<file path="config.mk">
export PLATFORM = sky130hd
export DESIGN_NAME = delay_line_mc
export DESIGN_NICKNAME = d
export VERILOG_FILES = /design/src/rtl/delay_line_mc_pkg.sv /design/src/rtl/delay_stage.sv /design/src/rtl/delay_line_mc.sv
export SDC_FILE = /design/constraint.sdc
export NUM_CORES = 1
export LEC_CHECK = 0
export CAP_MARGIN = 20
export CORE_ASPECT_RATIO = 2
export CORE_MARGIN = 1.5
export CORE_UTILIZATION = 60
export CTS_BUF_LIST = sky130_fd_sc_hd__clkbuf_8
export DETAILED_ROUTE_END_ITERATION = 7
export GPL_ROUTABILITY_DRIVEN = 0
export MAX_ROUTING_LAYER = met4
export PLACE_DENSITY = 0.8
export SLEW_MARGIN = 20
export SYNTH_ARGS = -nofsm -noshare
export SYNTH_HDL_FRONTEND = slang
export SYNTH_HIERARCHICAL = 1
export SYNTH_SLANG_ARGS = --single-unit
</file>
<file path="constraint.sdc">
create_clock -name clk -period 8.1 [get_ports clk]
set_clock_uncertainty 0.1 [all_clocks]
set_input_delay 1.215 -clock clk [delete_from_list [all_inputs] [get_ports clk]]
set_output_delay 1.215 -clock clk [all_outputs]
set_load 0.05 [all_outputs]
</file>
<file path="src/rtl/delay_line_mc_pkg.sv">
// Shared FFT helpers: width math, lane packing offsets and default stage-buffer sizing.
package delay_line_mc_pkg;

  // Default depth for stage buffers built by the FFT stage generators.
  localparam int DEFAULT_STAGE_DEPTH = 8;

  // Default lane geometry (re/im pairs of 16-bit samples).
  localparam int DEFAULT_LANE_WIDTH = 16;
  localparam int DEFAULT_CHANNELS   = 2;

  // Ceiling log2; clog2(1) = 0.
  function automatic int clog2(input int value);
    int result;
    int v;
    result = 0;
    v = value - 1;
    while (v > 0) begin
      result++;
      v = v >> 1;
    end
    return result;
  endfunction

  // Bit offset of lane k in a packed multi-lane word.
  function automatic int lane_offset(input int lane, input int width);
    return lane * width;
  endfunction

endpackage

</file>
<file path="src/rtl/delay_stage.sv">
// One {valid, data} element of the delay chain: advances on en, valid clears synchronously.
module delay_stage #(
  parameter int W = 32
) (
  input  logic         clk,
  input  logic         reset_n,
  input  logic         en_i,
  input  logic         clr_i,
  input  logic         valid_i,
  input  logic [W-1:0] data_i,
  output logic         valid_o,
  output logic [W-1:0] data_o
);

  logic         valid_q;
  logic [W-1:0] data_q;

  // Clear drops only the valid bit; data is left as-is since consumers ignore it when invalid.
  always_ff @(posedge clk or negedge reset_n) begin
    if (!reset_n) begin
      valid_q <= 1'b0;
      data_q  <= '0;
    end else if (clr_i) begin
      valid_q <= 1'b0;
    end else if (en_i) begin
      valid_q <= valid_i;
      data_q  <= data_i;
    end
  end

  assign valid_o = valid_q;
  assign data_o  = data_q;

endmodule

</file>
<file path="src/rtl/delay_line_mc.sv">
// Multi-lane delay line with run-time depth, valid tracking, in-flight count and primed flag.
module delay_line_mc
  import delay_line_mc_pkg::*;
#(
  parameter  int WIDTH     = DEFAULT_LANE_WIDTH,
  parameter  int CHANNELS  = DEFAULT_CHANNELS,
  parameter  int MAX_DEPTH = DEFAULT_STAGE_DEPTH,
  localparam int DW        = clog2(MAX_DEPTH + 1),
  localparam int DATA_W    = WIDTH * CHANNELS
) (
  input  logic              clk,
  input  logic              reset_n,
  input  logic              en,
  input  logic              flush,
  input  logic              load_cfg,
  input  logic [DW-1:0]     depth_in,
  input  logic              in_valid,
  input  logic [DATA_W-1:0] d_in,
  output logic [DATA_W-1:0] d_out,
  output logic              d_valid,
  output logic [DW-1:0]     depth,
  output logic [DW-1:0]     in_flight,
  output logic              primed
);

  localparam logic [DW-1:0] MAX_DEPTH_W = DW'(MAX_DEPTH);

  // load_cfg carries an implicit flush.
  logic clear;
  assign clear = flush | load_cfg;

  logic [MAX_DEPTH-1:0] stage_valid;
  logic [DATA_W-1:0]    stage_data [MAX_DEPTH];

  // The full chain always shifts; depth only selects which stage feeds the output.
  for (genvar gi = 0; gi < MAX_DEPTH; gi++) begin : g_stage
    logic              valid_src;
    logic [DATA_W-1:0] data_src;
    if (gi == 0) begin : g_head
      assign valid_src = in_valid;
      assign data_src  = d_in;
    end else begin : g_link
      assign valid_src = stage_valid[gi-1];
      assign data_src  = stage_data[gi-1];
    end
    delay_stage #(.W(DATA_W)) u_stage (
      .clk     (clk),
      .reset_n (reset_n),
      .en_i    (en),
      .clr_i   (clear),
      .valid_i (valid_src),
      .data_i  (data_src),
      .valid_o (stage_valid[gi]),
      .data_o  (stage_data[gi])
    );
  end

  logic              tap_valid;
  logic [DATA_W-1:0] tap_data;
  logic [DW-1:0]     depth_q, depth_d, depth_clamped;
  logic [DW-1:0]     in_flight_q, in_flight_d;
  logic [DW-1:0]     fill_q, fill_d;
  logic              primed_q, primed_d;
  logic              out_valid_q, out_valid_d;
  logic [DATA_W-1:0] out_data_q, out_data_d;

  assign depth_clamped = (depth_in > MAX_DEPTH_W) ? MAX_DEPTH_W : depth_in;

  // Tap mux: stage[depth-1], or the live input when depth is 0 (plain 1-cycle register).
  always_comb begin
    tap_valid = in_valid;
    tap_data  = d_in;
    for (int i = 0; i < MAX_DEPTH; i++) begin
      if (depth_q == DW'(i + 1)) begin
        tap_valid = stage_valid[i];
        tap_data  = stage_data[i];
      end
    end
  end

  // Next-state for depth, counters, primed flag and output register.
  always_comb begin
    depth_d     = load_cfg ? depth_clamped : depth_q;
    in_flight_d = in_flight_q;
    fill_d      = fill_q;
    primed_d    = primed_q;
    out_valid_d = out_valid_q;
    out_data_d  = out_data_q;
    if (clear) begin
      in_flight_d = '0;
      fill_d      = '0;
      primed_d    = 1'b0;
      out_valid_d = 1'b0;
    end else if (en) begin
      if (depth_q != '0) begin
        if (in_valid && !tap_valid) begin
          in_flight_d = in_flight_q + 1'b1;
        end else if (!in_valid && tap_valid) begin
          in_flight_d = in_flight_q - 1'b1;
        end
      end
      if (fill_q < depth_q) begin
        fill_d = fill_q + 1'b1;
      end
      primed_d    = (fill_d == depth_q);
      out_valid_d = tap_valid;
      out_data_d  = tap_data;
    end
  end

  // State registers; reset restores the maximum depth and empties everything.
  always_ff @(posedge clk or negedge reset_n) begin
    if (!reset_n) begin
      depth_q     <= MAX_DEPTH_W;
      in_flight_q <= '0;
      fill_q      <= '0;
      primed_q    <= 1'b0;
      out_valid_q <= 1'b0;
      out_data_q  <= '0;
    end else begin
      depth_q     <= depth_d;
      in_flight_q <= in_flight_d;
      fill_q      <= fill_d;
      primed_q    <= primed_d;
      out_valid_q <= out_valid_d;
      out_data_q  <= out_data_d;
    end
  end

  assign d_out     = out_data_q;
  assign d_valid   = out_valid_q;
  assign depth     = depth_q;
  assign in_flight = in_flight_q;
  assign primed    = primed_q;

endmodule

</file>
[Word level (Yosys, flattened, before mapping)]
Cells that the tools add are included.
Cells by class
  add/subtract/negate cells: 3
  $lt $le $gt $ge: 2
  equality and inequality tests: 9
  muxes and demuxes: 47
  bitwise operators: 2
  reduce and logical (&&, ||, !) cells: 10
Operators by type and width (number)
  32-bit two-way mux: 8
  4-bit two-way mux: 11
  1-bit two-way mux: 28
  4-bit by 3-bit equality test with 1-bit output (second input constant): 4
  4-bit by 1-bit adder with 4-bit output (second input constant): 2
  4-bit by 2-bit equality test with 1-bit output (second input constant): 2
  4-bit by 1-bit equality test with 1-bit output (second input constant): 1
  4-bit equality test: 1
  4-bit equality test (second input constant): 1
  4-bit > comparator (second input constant): 1
  4-bit < comparator: 1
  2-bit nonzero test: 2
  4-bit nonzero test: 1
  4-bit by 1-bit subtractor with 4-bit output (second input constant): 1
  3-bit AND reduction: 1
  3-bit nonzero test: 1
  1-bit logical AND: 2
  1-bit logical NOT: 2
  2-bit AND reduction: 1
  1-bit NOT: 1
  1-bit bitwise OR: 1
Word-level totals
  bits in registers: 310
  input port bits: 42
  output and inout port bits: 42
  word-level logic and storage cells: 95

[Logic depth before layout (Yosys ltp)]
  depth in word-level cells: 15
  depth in mapped cells: 13
  mapped depth without buffers: 11

[Hierarchy]
Netlist, hierarchy kept.
Modules (own cells, without submodules)
  delay_stage: times used 8, cells each 72, area an instance 1397.6 um^2
  delay_line_mc: times used 1, cells each 723, area an instance 5265.0 um^2

[Least setup slack after synthesis]
No wires, ideal clock.
  path type: reg-to-reg
  start point: reg depth_q[1] (netlist: depth[1])
  end point: reg primed_q (netlist: primed)
  library setup time: 0.125 ns
  arrival: 3.256 ns
  slack: 4.619 ns
  cell stages (with the launch flop): 13
  buffers on the path: 5
  path through: dfrtp_1 > buf_2 > buf_2 > clkinv_1 > clkbuf_1 > clkbuf_1 > ha_1 > a2111oi_0 > or2_2 > buf_2 > mux2i_1 > xnor2_1 > a2111oi_0
Between the ends
  longest elaborated chain between the ends: 7
Ends and longest elaborated chain
  start, declared: line delay_line_mc.sv:60  | logic [DW-1:0] depth_q, depth_d, depth_clamped;
  start signal, assigned: line delay_line_mc.sv:121  | depth_q <= depth_d;
  4-bit < comparator: line delay_line_mc.sv:102  | if (fill_q < depth_q) begin
  4-bit two-way mux: line delay_line_mc.sv:102
  4-bit two-way mux: line delay_line_mc.sv:94  | end else if (en) begin
  4-bit two-way mux: line delay_line_mc.sv:89  | if (clear) begin
  4-bit equality test (*): line delay_line_mc.sv:105  | primed_d = (fill_d == depth_q);
  1-bit two-way mux (*): line delay_line_mc.sv:94
  1-bit two-way mux (*): line delay_line_mc.sv:89
  end signal, assigned: line delay_line_mc.sv:124  | primed_q <= primed_d;
  end, declared: line delay_line_mc.sv:63  | logic primed_q, primed_d;
Mark *: on every way between the ends. The rest lies on a longest branch, timed or not. The select of a mux whose other input is x is not followed.
A chain may end at the register's enable or synchronous reset.

[Worst setup path after layout]
  start point: reg depth_q[0] (netlist: depth[0])
  end point: out depth[0]
RTL lines
  end, declared: line delay_line_mc.sv:21  | output logic [DW-1:0] depth,
No word-level cell between the ends.

==> metrics.md <==
| Metric | Value |
|---|---|
| Outcome | `complete, no violations` |
| Most frequent cells in the layout | `307 x dfrtp_1, 240 x mux2_4, 95 x nor2_1` |
| DR WL/cell | `22.77 um` |
| First-pass GRT wire length | `63390 um` |
| Max frequency | `0.2507 GHz` |
| Hold Buf Count CTS | `0` |
| Die area | `28470 um2` |
| Largest family of logic cells by synthesized area | `multiplexers` |
| Power density over cell area | `303.8 nW/um2` |
| Vias per inst | `6.415` |
| Yosys reg bits | `310` |
| Clock root buffer | `clkbuf_8` |
| Synth area leaders | `dfrtp_1 47%, mux2_4 22%, mux2i_1 3.3%` |
| Relative slew slack | `25.74%` |
| Chip height | `237.1 um` |
| Initial antenna violation count | `1` |
| Crit path largest cell delay | `0.93 ns` |
| Post_cts resized | `0` |
| Fin area | `17920 um2` |
| Slowest stage cell on the critical path | `clkdlybuf4s50_1` |
| Worst hold margin | `0.4155 ns` |
| Final Worst Setup Slack | `4.112 ns` |
| Worst Hold Class | `register to register` |
| CTS tree | `done` |
| Worst slack at placement | `3.567 ns` |
| Drt drc | `0` |
| Placed cell area | `17070 um2` |
| CTS Buf Count | `44` |
| Initial Util | `61.12%` |
| Kind of critical path | `register to primary output` |
| Final count of hold timing violations | `0` |
| Sequential fraction of the synthesis area | `47.18%` |
| Post-CTS Setup Bufs | `0` |
| Final WL | `39300 um` |
| Peak supply drop | `0.1665 mV` |
| CP delay by family, top | `buffers and inverters` |
| Tot GR Track Use | `28.85%` |
| Leakage | `0.007904 uW` |
| Number of DRC markers in iteration 0 | `904` |
| Clk Latency, worst-skew pair | `0.57 ns` |
| Synthesized area | `16450 um2` |
| H-tree Lvls | `2` |
| Via count | `11070` |
| Min Tclk post-route | `3.988 ns` |
| Critical path startpoint category | `register` |
| Worst-Margin Slew | `1.110 ns` |
| Setup TNS | `0 ns` |
| Rows | `85` |
| Synth async-reset ratio | `100.0%` |
| Die Wd | `120.1 um` |
| Post-synth EDFFs | `0` |
| Clock Power Share | `21.8%` |
| Synth warn | `6` |
| RSZ-0062 raised after global routing | `false` |
| Number of clock sinks | `310` |
| Port buffer count | `83` |
| Primary FF master, synth | `dfrtp_1` |
| Worst-path maximum fanout | `61` |
| Non-filler cells, final | `1726` |
| DP Cell Count | `1650` |
| Period utilization | `49.24%` |
| Max-slew violations | `0` |
| Drt first pass iters | `7` |
| Final setup violation count | `0` |
| Post-Synth Adder-Cell Area | `0.5782%` |
| Most area-hungry cell type in the Yosys netlist | `dfrtp_1` |
| Net Switching | `1772 uW` |
| WP data required | `6.78 ns` |
| Gr ovfl total | `0` |
| CP Cell Sequence | `buf_4 > clkdlybuf4s50_1` |
| Mapped Cells | `1299` |
| Worst EP arrival | `2.67 ns` |
| Antenna-violating nets left | `0` |
| Area growth, synth to finish | `8.947%` |
| Max cap viols | `0` |
| Core area | `26910 um2` |
| Buffers plus inverters on the worst setup path | `2` |
| Logic pwr share | `28.9%` |
| Synth Area in Simple Gates | `7.273%` |
| Estimated wirelength of the detail-placed design | `24310 um` |
| Worst-path clk slew | `0.06 ns` |
| Compound-gate portion of the synthesized area | `12.58%` |
| Number of global-route vias before repair | `11500` |
| Avg Cell Area, Syn | `12.66 um2` |
| P_int | `3672 uW` |
| CP Capture Type | `primary output` |
| Commonest non-fill, non-tap cell in the layout | `dfrtp_1` |
| Post-synthesis mux area share | `26.29%` |
| Post-Synth XOR/XNOR Area | `0.4793%` |
| Synth top area share | `47.02%` |
| # IOs | `84` |
| Layout cells sized above 1 | `26.94%` |
| Synth cell types | `58` |
| Syn_nets | `1348` |
| Sequential power share | `49.3%` |
| Max clock buf depth | `3` |
| Fin nets | `1398` |
| Pin count of the biggest net entering global routing | `188` |
| Sw Share | `32.55%` |
[per-stage QoR]
stage               util, %  power (uW)
floorplan                 -        3773
global placement      63.43        4150
detailed placement    63.43        4241
CTS                   66.47        5445
global route          66.59        5690
finish                66.59        5444
[logic make-up after synthesis]
logic type,Yosys count
and+or+nand+nor,237
buffers and inverters,117
adders and majority gates,7
muxes,310
AOI/OAI and AO/OA,309
DFF,310
xor gates and xnor gates,9
[layer usage]
metal | track usage [%] | vias to the layer above | wire (um)
met5 | - | - | 0
met4 | 13.38 | 0 | 1626
met3 | 3.575 | 132 | 2243
met2 | 44.85 | 442 | 19220
met1 | 37.88 | 5632 | 16210
li1 | - | 4867 | -
[path summary, 6_finish.rpt]
kind	startpoint	endpoint	slack, ns	cells past startpoint
min reg2reg	g_stage[7].u_stage/data_o[9]	g_stage[7].u_stage/data_o[9]	0.42	1
max in group asynchronous	reset_n	g_stage[6].u_stage/data_o[10]	5.68	3
max	depth[0]	depth[0]	4.11	2
min	g_stage[7].u_stage/data_o[9]	g_stage[7].u_stage/data_o[9]	0.42	1
min in group asynchronous	reset_n	depth[2]	0.66	1
max reg2reg	depth[3]	in_flight[3]	4.24	11
[power by group through the flow]
| stage | Clock (uW) | Combinational [uW] | Sequential [uW] |
|---|---|---|---|
| 2_1_floorplan | 0 | 1130 | 2640 |
| 3_3_place_gp | 0 | 1510 | 2640 |
| 3_5_place_dp | 0 | 1560 | 2680 |
| 4_1_cts | 1210 | 1570 | 2670 |
| 5_1_grt | 1270 | 1670 | 2740 |
| 6_report | 1190 | 1570 | 2690 |
[Yosys cell counts (19+ instances only)]
cell type / number
o221ai_1: 29
a221oi_1: 19
o22ai_1: 21
a21o_1: 22
o21ai_0: 61
a21oi_1: 82
nand2_1: 61
a211oi_1: 25
dfrtp_1: 309
mux2i_1: 54
nor2_1: 97
clkbuf_1: 51
buf_12: 24
mux2_4: 240
[state kept, by name, summed over array words and instances, names as in the netlist]
signal and count:
d_out 32, d_valid 1, depth 4, fill_q 4, g_stage.u_stage/data_o 256, g_stage.u_stage/valid_o 8, in_flight 4, primed 1
[final cells by class]
cell class                      instances  area (um2)
Fill cell                            1914        8990
Multi-Input combinational cell        872        7790
Sequential cell                       310        7764
Timing Repair Buffer                  109        1064
Clock buffer                           53       729.5
Tap cell                              348       435.4
Clock inverter                         21       87.58
Inverter                               12       45.04
Antenna cell                            1       2.502
Note: power is estimated with default switching activity, not from simulation.
